$ cat src/rtl/fcvt_i2f_stage.sv
// rtl/fcvt_i2f_stage.sv - Two-stage int-to-float issue/writeback wrapper (FCVT.S/D.W[U])

// Combinational 32-bit integer to SP/DP converter.
// SP results are returned in the low word with the upper word zero; the stage does the boxing.
module fcvt_i2f_core (
  input  logic [31:0] data,
  input  logic        is_unsigned,
  input  logic        dp,
  input  logic [2:0]  rm,
  output logic [63:0] result
);

  localparam logic [2:0] RM_RNE = 3'b000;
  localparam logic [2:0] RM_RTZ = 3'b001;
  localparam logic [2:0] RM_RDN = 3'b010;
  localparam logic [2:0] RM_RUP = 3'b011;
  localparam logic [2:0] RM_RMM = 3'b100;

  logic        sign;
  logic [31:0] mag;
  logic [4:0]  msb;
  logic [30:0] frac;
  logic        guard;
  logic        sticky;
  logic        round_up;
  logic [7:0]  sp_exp;
  logic [10:0] dp_exp;
  logic [30:0] sp_body;

  // Normalise the magnitude so the leading one sits just above frac, then round for SP.
  always_comb begin
    sign = ~is_unsigned & data[31];
    mag  = sign ? (~data + 32'd1) : data;
    msb  = '0;
    for (int i = 0; i < 32; i++) begin
      if (mag[i]) msb = 5'(i);
    end
    // frac[30:8] is the SP mantissa, frac[7] the guard bit, frac[6:0] the sticky bits.
    frac   = 31'(mag << (5'd31 - msb));
    guard  = frac[7];
    sticky = |frac[6:0];
    case (rm)
      RM_RNE:  round_up = guard & (sticky | frac[8]);
      RM_RTZ:  round_up = 1'b0;
      RM_RDN:  round_up = sign & (guard | sticky);
      RM_RUP:  round_up = ~sign & (guard | sticky);
      RM_RMM:  round_up = guard;
      default: round_up = 1'b0;
    endcase
    sp_exp = 8'd127 + {3'b000, msb};
    dp_exp = 11'd1023 + {6'b000000, msb};
    // A mantissa carry-out correctly bumps the exponent; 2^32 never overflows SP.
    sp_body = {sp_exp, frac[30:8]} + {30'd0, round_up};
    if (mag == 32'd0) begin
      result = '0;
    end else if (dp) begin
      result = {sign, dp_exp, frac, 21'd0};
    end else begin
      result = {32'd0, sign, sp_body};
    end
  end

endmodule

// Pipeline wrapper: S1 holds the request, S2 holds the converted, boxed result.
module fcvt_i2f_stage #(
  parameter int TAG_W = 5
) (
  input  logic             clk,
  input  logic             rst_n,
  input  logic             in_valid,
  output logic             in_ready,
  input  logic [31:0]      in_data,
  input  logic [2:0]       in_rm,
  input  logic             in_dp,
  input  logic             in_unsigned,
  input  logic [TAG_W-1:0] in_tag,
  input  logic [2:0]       frm,
  input  logic             flush,
  output logic             out_valid,
  input  logic             out_ready,
  output logic [63:0]      out_result,
  output logic [4:0]       out_fflags,
  output logic             out_illegal,
  output logic [TAG_W-1:0] out_tag,
  output logic [4:0]       fflags_acc,
  input  logic             fflags_clr
);

  logic             s1_v_q, s1_v_d;
  logic [31:0]      s1_data_q, s1_data_d;
  logic             s1_dp_q, s1_dp_d;
  logic             s1_uns_q, s1_uns_d;
  logic [2:0]       s1_rm_q, s1_rm_d;
  logic [TAG_W-1:0] s1_tag_q, s1_tag_d;

  logic             s2_v_q, s2_v_d;
  logic [63:0]      out_result_q, out_result_d;
  logic [4:0]       out_fflags_q, out_fflags_d;
  logic             out_illegal_q, out_illegal_d;
  logic [TAG_W-1:0] out_tag_q, out_tag_d;
  logic [4:0]       fflags_acc_q, fflags_acc_d;

  logic             accept;
  logic             s2_adv;
  logic             out_hs;
  logic [63:0]      conv;
  logic             s1_illegal;
  logic [31:0]      s1_mag;
  logic [4:0]       s1_msb;
  logic             s1_lost;
  logic             s1_nx;

  assign s2_adv   = s1_v_q & (~s2_v_q | out_ready);
  assign in_ready = ~s1_v_q | s2_adv;
  assign accept   = in_valid & in_ready & ~flush;
  assign out_hs   = s2_v_q & out_ready;

  assign out_valid   = s2_v_q;
  assign out_result  = out_result_q;
  assign out_fflags  = out_fflags_q;
  assign out_illegal = out_illegal_q;
  assign out_tag     = out_tag_q;
  assign fflags_acc  = fflags_acc_q;

  fcvt_i2f_core u_core (
    .data        (s1_data_q),
    .is_unsigned (s1_uns_q),
    .dp          (s1_dp_q),
    .rm          (s1_rm_q),
    .result      (conv)
  );

  // S1 next state: capture on accept with rm resolved against frm; drop on advance or flush.
  always_comb begin
    s1_data_d = s1_data_q;
    s1_dp_d   = s1_dp_q;
    s1_uns_d  = s1_uns_q;
    s1_rm_d   = s1_rm_q;
    s1_tag_d  = s1_tag_q;
    if (accept) begin
      s1_data_d = in_data;
      s1_dp_d   = in_dp;
      s1_uns_d  = in_unsigned;
      s1_rm_d   = (in_rm == 3'b111) ? frm : in_rm;
      s1_tag_d  = in_tag;
    end
    if (flush) begin
      s1_v_d = 1'b0;
    end else if (accept) begin
      s1_v_d = 1'b1;
    end else if (s2_adv) begin
      s1_v_d = 1'b0;
    end else begin
      s1_v_d = s1_v_q;
    end
  end

  // Inexact detection independent of the converter: any set bit below the top 24 significant bits.
  always_comb begin
    s1_illegal = (s1_rm_q >= 3'd5);
    s1_mag     = (~s1_uns_q & s1_data_q[31]) ? (~s1_data_q + 32'd1) : s1_data_q;
    s1_msb     = '0;
    for (int i = 0; i < 32; i++) begin
      if (s1_mag[i]) s1_msb = 5'(i);
    end
    s1_lost = 1'b0;
    for (int i = 0; i < 32; i++) begin
      if (s1_mag[i] && ((i + 24) <= int'(s1_msb))) s1_lost = 1'b1;
    end
    s1_nx = ~s1_dp_q & ~s1_illegal & s1_lost;
  end

  // S2 next state: load the converted op on advance (replacing a departing result), else hold.
  always_comb begin
    out_result_d  = out_result_q;
    out_fflags_d  = out_fflags_q;
    out_illegal_d = out_illegal_q;
    out_tag_d     = out_tag_q;
    if (s2_adv) begin
      out_illegal_d = s1_illegal;
      out_tag_d     = s1_tag_q;
      if (s1_illegal) begin
        out_result_d = '0;
        out_fflags_d = '0;
      end else begin
        out_result_d = s1_dp_q ? conv : {32'hFFFF_FFFF, conv[31:0]};
        out_fflags_d = {4'b0000, s1_nx};
      end
    end
    if (flush) begin
      s2_v_d = 1'b0;
    end else if (s2_adv) begin
      s2_v_d = 1'b1;
    end else if (out_hs) begin
      s2_v_d = 1'b0;
    end else begin
      s2_v_d = s2_v_q;
    end
  end

  // Sticky flag accumulator; a CSR clear in a handshake cycle keeps that op's flags.
  always_comb begin
    fflags_acc_d = fflags_acc_q;
    if (fflags_clr) begin
      fflags_acc_d = out_hs ? out_fflags_q : 5'd0;
    end else if (out_hs) begin
      fflags_acc_d = fflags_acc_q | out_fflags_q;
    end
  end

  // Pipeline and accumulator registers; reset drops every in-flight op at once.
  always_ff @(posedge clk or negedge rst_n) begin
    if (!rst_n) begin
      s1_v_q        <= 1'b0;
      s1_data_q     <= '0;
      s1_dp_q       <= 1'b0;
      s1_uns_q      <= 1'b0;
      s1_rm_q       <= '0;
      s1_tag_q      <= '0;
      s2_v_q        <= 1'b0;
      out_result_q  <= '0;
      out_fflags_q  <= '0;
      out_illegal_q <= 1'b0;
      out_tag_q     <= '0;
      fflags_acc_q  <= '0;
    end else begin
      s1_v_q        <= s1_v_d;
      s1_data_q     <= s1_data_d;
      s1_dp_q       <= s1_dp_d;
      s1_uns_q      <= s1_uns_d;
      s1_rm_q       <= s1_rm_d;
      s1_tag_q      <= s1_tag_d;
      s2_v_q        <= s2_v_d;
      out_result_q  <= out_result_d;
      out_fflags_q  <= out_fflags_d;
      out_illegal_q <= out_illegal_d;
      out_tag_q     <= out_tag_d;
      fflags_acc_q  <= fflags_acc_d;
    end
  end

endmodule

$ cat config.mk
export PLATFORM = sky130hd
export DESIGN_NAME = fcvt_i2f_stage
export DESIGN_NICKNAME = d
export VERILOG_FILES = /design/src/rtl/fcvt_i2f_stage.sv
export SDC_FILE = /design/constraint.sdc
export NUM_CORES = 1
export LEC_CHECK = 0
export BUFFER_PORTS_ARGS = -buffer_cell sky130_fd_sc_hd__buf_2
export CAP_MARGIN = 20
export CORE_ASPECT_RATIO = 0.75
export CORE_MARGIN = 8
export CORE_UTILIZATION = 60
export DETAILED_ROUTE_END_ITERATION = 7
export GPL_TIMING_DRIVEN = 0
export PLACE_DENSITY = 0.83
export SLEW_MARGIN = 20
export SYNTH_ARGS = -nofsm -noshare
export SYNTH_HDL_FRONTEND = slang
export SYNTH_SLANG_ARGS = --single-unit
$ cat constraint.sdc
create_clock -name clk -period 13.6 [get_ports clk]
set_input_delay 2.04 -clock clk [delete_from_list [all_inputs] [get_ports clk]]
set_output_delay 2.04 -clock clk [all_outputs]
set_load 0.02 [all_outputs]
==> key figures, run 1 <==
Clock network
  • Resized cells post-CTS: 0
  • Clk sink count: around 120
  • H-tree Lvls: 4
  • Post-cts hold buffer count: 0
  • Clock tree buffer depth: 2
  • CTS Buf Count: 17
  • Worst-path clk slew: 0.06 ns
  • CTS root buffer: clkbuf_16
  • TritonCTS clock tree: built
  • Worst skew pair latency: between 0.4 and 0.5 ns
  • Setup bufs post-CTS: 0

Synthesis
  • XOR/XNOR Fraction of Synth Area: 4.962%
  • Yosys reg bits: roughly 120
  • Synth Area in Compound Gates: 27.49%
  • Ys flop type: dfrtp_1
  • Synth Area in Adders: 1.031%
  • Largest family of logic cells by synthesized area: compound AO/OA/AOI/OAI gates
  • Ranking of synthesized cells by area: dfrtp_1 30%, mux2_2 6.3%, mux2i_1 5.4%
  • Async SR Flop Fraction: 100.0%
  • Mapped Cells: between 1000 and 1500
  • Register area share after synthesis: 29.64%
  • Yosys top cell area share: 29.64%
  • Mapped cell area: 9708 um2
  • Warnings, synthesis: 0
  • Post-synth top area cell: dfrtp_1
  • Synth Area in Simple Gates: 19.19%
  • Mux contribution to synthesized area: about an eighth
  • Post-synth EDFFs: 0
  • Synth cell types: 100
  • Syn avg cell area: 8.676 um2

Hold path
  • Hold Path Class: reg2reg

Final layout
  • Final Cell Area: 11260 um2
  • Layout cells sized above 1: 23.07%
  • Non-filler cells, final: 1493
  • Most frequent cells in the layout: 145 x buf_2, 115 x dfrtp_1, 93 x nand2_1
  • Final nets: 1329
  • Area grow syn2layout: 16.02%
  • Most common cell after layout, fill and taps aside: buf_2
  • Ant. Diodes: 0
  • Utilization after layout: a little over two thirds

Drt
  • Routed via count: around 11000
  • Residual DRC count: 0
  • Vias per inst: 7.356
  • TritonRoute pass-1 iters: 8
  • DR WL/cell: 25.92 um
  • 1st-iter DRT viols: 1666
  • Detailed-route wire length: 38700 um
  • Routed Antenna Nets: 0

Flow run
  • Max cap viols: 0

STA
  • Final critical-path required period: 8.687 ns
  • Final Max Slew Viols: 0
  • Setup TNS: 0 ns
  • Relative slew slack: between 20% and 30%
  • Fin. Hold Viols: 0
  • RSZ-0062 raised after global routing: false
  • Setup Viol. Count Final: 0
  • Max Freq: 0.1151 GHz
  • Period utilization: 63.87%
  • Least-Margin Pin Slew: 1.165 ns
  • Worst Skew: 0.008345 ns

Placement
  • Port Buffer Count: 124
  • Placed insts: 1461
  • Final Wtd Congestion: 1.084
  • Post-DP Area: 10660 um2
  • HPWL Detailed: ~29000 um

Global route
  • Total grt overflow: 0
  • Initial antenna violation count: 1
  • Vias in the first global route: roughly 10000
  • GRT Total Usage: 36.84%
  • Largest net degree at the start of global routing: 81
  • First-pass GRT wire length: 59480 um

Run status
  • Status: finished, final reports clean

Floorplan
  • Starting density of the core: 61.00%
  • I/O pins: 133
  • Core ar.: 15920 um2
  • Height of the die: 126.2 um
  • Die X: 162.9 um
  • DIE AREA: 20550 um2
  • Num rows: 40

Power
  • VDD IR max: 0.1051 mV
  • Pleak: 0.004729 uW
  • PwrDens: about 200 nW/um2
  • Pwr Total: roughly 2300 uW

Worst setup path
  • Startpoint kind of the worst setup timing path: flop
  • CP max FO: 10
  • Worst EP required: between 10 and 15 ns
  • Crit path DAT: around 9.0 ns
  • Kind of critical path: reg2reg
  • Crit path capture type: flop
  • R2r setup slk: roughly 4.9 ns
==> Yosys cell counts, types with 26 or more instances <==
cell and count:
clkbuf_1 45, nor3_1 37, mux2_2 54, xor2_1 29, o21ai_0 74, nor2_1 90, a21oi_1 53, xnor2_1 26
nand3_1 29, nand2_1 93, dfrtp_1 115, mux2i_1 52
==> report_power, final <==
group          leakage, uW  switching [uW]  internal (uW)
registers          0.00139            65.8            438
clock network     0.000283             186            276
logic              0.00305             901            439
==> flip-flops by register name, summed over array words and instances, names as in the netlist <==
| name | count |
|---|---|
| out_tag | 5 |
| s1_uns_q | 1 |
| out_result | 63 |
| out_fflags | 1 |
| fflags_acc | 1 |
| out_valid | 1 |
| s1_tag_q | 5 |
| out_illegal | 1 |
| s1_rm_q | 3 |
| s1_data_q | 32 |
| s1_v_q | 1 |
| s1_dp_q | 1 |
==> path summary, 6_finish.rpt <==
kind,startpoint,cells past startpoint,to
worst max-delay path,s1_data_q[0],26,out_result[25]
worst min-delay path,out_result[32],2,out_result[32]
worst max register to register,s1_data_q[0],26,out_result[25]
worst min register to register,out_result[32],2,out_result[32]
max in group asynchronous,rst_n,2,out_result[63]
min in group asynchronous,rst_n,1,s1_data_q[4]
==> final cells by class <==
class | instances | area [um2]
flip-flops and latches | 115 | 2878
clock buffers | 18 | 439.2
inverters | 15 | 56.30
multi-input cells | 903 | 6377
well taps | 210 | 262.8
plain buffers | 93 | 441.7
repair buffers | 125 | 654.4
fillers | 1310 | 4652
clock inverters | 14 | 153.9
==> cell families (layout without fill, tap and decap cells) <==
group,Yosys count,after routing
and+or+nand+nor,363,363
AOI/OAI and AO/OA,358,358
DFF,115,115
muxes,111,111
buffers and inverters,108,265
xor gates and xnor gates,55,55
adders and majority gates,8,8
other,1,8
==> worst max-delay path: stages (launching register included) <==
cell and delay (ns):
dfrtp_1 0.35, clkbuf_1 0.25, inv_1 0.32, ha_1 0.31
nor3b_2 0.55, nand4_2 0.34, o41ai_2 0.32, xor2_1 0.71
o2111ai_1 0.33, o2111ai_1 0.31, nand3_2 0.29, inv_2 0.28
mux2i_1 0.44, a222oi_1 0.38, o221a_2 0.45, nor2_1 0.37
nor2_1 0.07, a211oi_1 0.26, nor2_1 0.06, a21oi_1 0.20
ha_1 0.23, nand2_1 0.06, nor3_1 0.49, nand4_1 0.39
nor3_1 0.38, mux2i_1 0.24, o221ai_1 0.15
==> per-layer routing <==
layer,wire length (um),GRT usage [%]
met1,15230,49.72
met2,15300,50.18
met3,6707,17.29
met4,1455,13.02
met5,12,0.2519
==> per-stage QoR <==
step | setup WS, ns | hold WS [ns]
finish | 4.913 | 0.4650
global route | 4.613 | 0.4919
CTS | 5.416 | 0.4698
detailed placement | 5.562 | 0.4567
global placement | 5.567 | 0.4529
floorplan | 7.609 | 0.4750
Note: power is estimated with default switching activity, not from simulation.
==> run 2: changes to the inputs <==
CORE_UTILIZATION = 59   (was 60)
PLACE_DENSITY = 0.82   (was 0.83)
clock period = 8.1 ns   (was 13.6 ns; I/O delays follow)
==> run 2 against run 1 <==
Against the previous run: final area is 1.7% higher; global-route usage is 0.087 points higher; critical path depth is 2 lower; register-to-register slack worse by 4.7 ns; maximum frequency is 10% higher; sequential share of layout area is 0.42 points lower; largest power group unchanged.
==> key figures, run 2 (same netlist as run 1, synthesis figures left out) <==
STA
  • Worst Skew: 0.01129 ns
  • Setup TNS: 0 ns
  • Setup Viol. Count Final: 0
  • Relative slew slack: roughly a fifth
  • Max Freq: approximately 0.13 GHz
  • Fin. Hold Viols: 0
  • Least-Margin Pin Slew: ~1.2 ns
  • Period utilization: 97.43%
  • RSZ-0062 raised after global routing: false
  • Worst Slack Setup Final: 0.2080 ns
  • Final critical-path required period: 7.892 ns
  • Final Max Slew Viols: 0

Final layout
  • Layout cells sized above 1: 24.90%
  • Most common cell after layout, fill and taps aside: buf_2
  • Storage element area: 2878 um2
  • Max reg flops: 63
  • Most frequent cells in the layout: 145 x buf_2, 115 x dfrtp_1, 93 x nand2_1
  • Area grow syn2layout: 17.94%
  • # fillers: 1261
  • Non-filler cells, final: around 1500
  • Ant. Diodes: 0
  • Area of the multi-input gates: between 6000 and 7000 um2
  • Final nets: around 1300

Worst setup path
  • Worst EP required: between 8 and 9 ns
  • CP Cell Sequence: nor2b_1 > buf_2 > buf_1 > buf_1 > o41ai_1 > xor2_1 > o21ai_0 > a31o_2 > a21oi_2 > inv_1 > buf_2 > clkbuf_1 > buf_2 > buf_1 > a21oi_1 > nand2_1 > a21oi_1 > ha_1 > nand2_1 > nor3_1 > nand4_1 > nor3_1 > mux2i_1 > o221ai_1
  • R2R Path Start: s1_data_q[31]
  • Kind of critical path: reg2reg
  • Crit path capture type: flop
  • Critical path's slowest cell: buf_1
  • Startpoint kind of the worst setup timing path: flop
  • Crit path DAT: ~8 ns
  • Critical path origin: s1_data_q[31]
  • CP max FO: 10
  • Crit-path max cell delay: 0.59 ns

Hold path
  • Hold Path Class: reg2reg
  • Hold_sp: out_result[32]

Power
  • PwrDens: ~350 nW/um2
  • VDD IR max: 0.2049 mV
  • Pleak: 0.004817 uW

Global route
  • Total grt overflow: 0
  • GRT Total Usage: 36.93%
  • Initial antenna violation count: 1
  • Vias in the first global route: a little over 10000
  • Largest net degree at the start of global routing: 82
  • First-pass GRT wire length: 59950 um

Floorplan
  • Starting density of the core: 60.43%
  • Core ar.: approximately 16000 um2
  • Num rows: 40
  • Die X: ~160 um
  • I/O pins: 133
  • DIE AREA: 20860 um2
  • Height of the die: around 130 um

Clock network
  • H-tree Lvls: 4
  • CTS root buffer: clkbuf_16
  • TritonCTS clock tree: built
  • Worst-path clk slew: 0.06 ns
  • CTS Buf Count: 17
  • Clock tree buffer depth: 2
  • Worst skew pair latency: 0.43 ns
  • Clk sink count: ~120

Drt
  • Detailed-route wire length: ~39000 um
  • Vias per inst: 7.272
  • 1st-iter DRT viols: 1904
  • Routed Antenna Nets: 0
  • Residual DRC count: 0
  • DR WL/cell: 26.22 um
  • Routed via count: 10930
  • TritonRoute pass-1 iters: 6

Placement
  • Placed insts: 1461
  • Port Buffer Count: about 120
  • Post-placement setup slack: -0.1790 ns
  • Final Wtd Congestion: 1.064
  • HPWL Detailed: 30170 um

Flow run
  • Max cap viols: 0

Run status
  • Status: finished, final reports clean
-- run 2: worst max-delay path, delay by kind of cell, from the launching register on --
family,cells,cell delay (ns)
AO/OA/AOI/OAI,7,1.80
multiplexers,1,0.22
adder cells (fa/ha/maj),1,0.24
flip-flops,1,0.57
buffers and inverters,8,2.84
XOR/XNOR,1,0.38
AND/OR/NAND/NOR,6,1.68
-- run 2: layout make-up --
cell class	count	area share [%]
clock buffers	19	3.781
clock inverters	13	1.606
inverters	15	0.4918
repair buffers	136	6.436
multi-input cells	903	56.38
well taps	210	2.295
plain buffers	92	3.879
flip-flops and latches	115	25.13
-- run 2: stage by stage --
| step | hold WS, ns | util [%] | instance area (um2) | power, uW |
|---|---|---|---|---|
| CTS | 0.4662 | 70.30 | 11290 | 3810 |
| finish | 0.4654 | 71.27 | 11450 | 3958 |
| detailed placement | 0.4544 | 66.35 | 10660 | 2985 |
| global placement | 0.4501 | 66.09 | 10620 | 2960 |
| global route | 0.4902 | 71.27 | 11450 | 4079 |
| floorplan | 0.4750 | - | 9734 | 2285 |
-- run 2: final timing paths --
path / endpoint / slack [ns] / cells after the start
setup / recovery: out_result[25] / 0.21 / 24
hold / removal: out_result[32] / 0.47 / 2
setup reg to reg: out_result[25] / 0.21 / 24
hold reg to reg: out_result[32] / 0.47 / 2
max in group asynchronous: out_result[58] / 6.71 / 2
min in group asynchronous: s1_data_q[6] / 0.68 / 1
-- run 2: timing repair --
item	in CTS	in global routing
pin swaps	1	4
setup buffers	0	11
hold buffers	0	0
gates resized for setup	3	22
endpoints found under the setup margin	5	22
-- run 2: power breakdown --
part | total [uW] | leakage (uW) | internal, uW | switching (uW)
clock | 821 | 0.000293 | 515 | 306
sequential | 847 | 0.00139 | 735 | 111
combinational | 2290 | 0.00313 | 755 | 1530
-- run 2: layer usage --
layer	vias to the layer above	routed length, um	track usage, %
met5	-	9	0
met4	2	1144	12.32
met3	145	6920	15.89
met2	973	15510	49.53
met1	5196	15830	51.65
li1	4614	-	-
==> run 3: changes to the inputs <==
==> constraint.sdc (replaced) <==
create_clock -name clk -period 8.1 [get_ports clk]
set_input_delay 0.405 -clock clk [delete_from_list [all_inputs] [get_ports clk]]
set_output_delay 0.405 -clock clk [all_outputs]
set_load 0.02 [all_outputs]
==> run 3 against run 2 <==
Against the previous run: combinational power barely moved; hold slack got worse by 0.31 ns; final area rose by 0.11%; critical path depth did not move; power barely moved.
==> key figures, run 3 (same netlist as run 1, synthesis figures left out) <==
Worst setup path
  • Worst EP required: 8.38 ns
  • Startpoint kind of the worst setup timing path: flop
  • Crit path capture type: flop
  • CP max FO: 10
  • Crit path DAT: 8.11 ns
  • Kind of critical path: reg2reg

Final layout
  • Most common cell after layout, fill and taps aside: buf_2
  • Layout cells sized above 1: 24.88%
  • Max reg flops: 63
  • Final nets: 1340
  • # fillers: 1259
  • Most frequent cells in the layout: 145 x buf_2, 115 x dfrtp_1, 93 x nand2_1
  • Utilization after layout: 71.35%
  • Final Cell Area: approximately 11000 um2
  • Area grow syn2layout: 18.07%

Placement
  • Port Buffer Count: 124
  • Post-DP Area: 10660 um2
  • HPWL Detailed: 30170 um
  • Final Wtd Congestion: 1.064

Clock network
  • Clk sink count: 115
  • CTS Buf Count: 17
  • TritonCTS clock tree: built
  • Worst skew pair latency: around 0.43 ns
  • H-tree Lvls: 4
  • Worst-path clk slew: 0.06 ns
  • Clock tree buffer depth: 2
  • CTS root buffer: clkbuf_16

Global route
  • Total grt overflow: 0
  • Initial antenna violation count: 1
  • First-pass GRT wire length: 59970 um
  • GRT Total Usage: 36.94%
  • Largest net degree at the start of global routing: about 80
  • Vias in the first global route: 10288

STA
  • Relative slew slack: about 18%
  • Max Freq: roughly 0.13 GHz
  • RSZ-0062 raised after global routing: false
  • Final Max Slew Viols: 0
  • Final critical-path required period: 7.823 ns
  • Period utilization: 96.58%
  • Least-Margin Pin Slew: 1.220 ns
  • Worst Skew: 0.01175 ns
  • Final Hold Slack: roughly 0.16 ns
  • Setup Viol. Count Final: 0
  • Fin. Hold Viols: 0

Drt
  • Detailed-route wire length: 39470 um
  • 1st-iter DRT viols: 2023
  • Vias per inst: 7.251
  • Residual DRC count: 0
  • Routed via count: 10913
  • Routed Antenna Nets: 0
  • DR WL/cell: 26.23 um
  • TritonRoute pass-1 iters: 7

Floorplan
  • Num rows: 40
  • Die X: 164.1 um
  • I/O pins: 133
  • Height of the die: 127.1 um
  • Core ar.: 16070 um2
  • Starting density of the core: 60.43%
  • DIE AREA: 20860 um2

Power
  • Pleak: 0.004821 uW
  • PwrDens: 345.3 nW/um2
  • VDD IR max: roughly 0.21 mV

Hold path
  • Hold Path Class: in2reg

Run status
  • Status: finished, final reports clean

Flow run
  • Max cap viols: 0
==> run 3: path summary, 6_finish.rpt <==
| path | end | slack (ns) | cells after the start | startpoint |
|---|---|---|---|---|
| setup / recovery | out_result[26] | 0.28 | 24 | s1_data_q[31] |
| hold / removal | out_valid | 0.16 | 2 | flush |
| max in group asynchronous | out_result[58] | 6.93 | 3 | rst_n |
| min in group asynchronous | s1_data_q[6] | 0.45 | 2 | rst_n |
| setup reg to reg | out_result[26] | 0.28 | 24 | s1_data_q[31] |
| hold reg to reg | out_result[32] | 0.47 | 2 | out_result[32] |
==> run 3: cell type report <==
cell class | instances | area, um2 | share of cell area, %
clock buffers | 19 | 432.9 | 3.777
well taps | 210 | 262.8 | 2.292
flip-flops and latches | 115 | 2878 | 25.11
diodes | 1 | 2.502 | 0.02183
multi-input cells | 903 | 6455 | 56.32
inverters | 15 | 56.30 | 0.4912
plain buffers | 92 | 444.2 | 3.875
clock inverters | 13 | 183.9 | 1.605
repair buffers | 137 | 747.0 | 6.517
==> run 3: stage by stage <==
step,setup TNS (ns),power (uW),cells,worst slack (ns)
6_report,0,3958,1505,0.2769
5_1_grt,0,4080,1504,0.02148
3_5_place_dp,-0.2495,2985,1461,-0.1790
3_3_place_gp,-0.1262,2960,1460,-0.09371
4_1_cts,0,3810,1494,0.003163
2_1_floorplan,0,2285,1126,2.109
==> run 3: report_power, final <==
part / total, uW / switching, uW / internal [uW]
Clock: 821 / 306 / 515
Sequential: 847 / 112 / 735
Combinational: 2290 / 1540 / 755
Total: 3960 / 1950 / 2010
==> run 3: critical path, stage by stage (launching register included) <==
cell,delay [ns]
dfrtp_1,0.57
nor2b_1,0.17
buf_2,0.28
buf_1,0.50
buf_1,0.58
o41ai_1,0.21
xor2_1,0.38
o21ai_0,0.30
a31o_2,0.34
a21oi_2,0.19
inv_1,0.19
buf_2,0.27
clkbuf_1,0.31
buf_2,0.30
buf_1,0.35
a21oi_1,0.34
nand2_1,0.14
a21oi_1,0.30
ha_1,0.30
nand2_1,0.15
nor2_4,0.30
nand2_2,0.22
or4_1,0.64
xor2_1,0.19
o221ai_2,0.11
==> run 3: routing by layer <==
metal	GRT usage [%]	vias to the layer above	wire, um
met5	0	-	54
met1	51.67	5194	16150
met3	15.89	158	6683
met4	12.32	2	1233
met2	49.55	946	15360
li1	-	4613	-
==> run 3: repair_timing <==
action	in CTS	in global routing
setup buffers	0	11
setup endpoints to repair	5	22
pin swaps	1	4
endpoints found under the hold margin	34	0
hold buffers	1	0
gates resized for setup	3	22
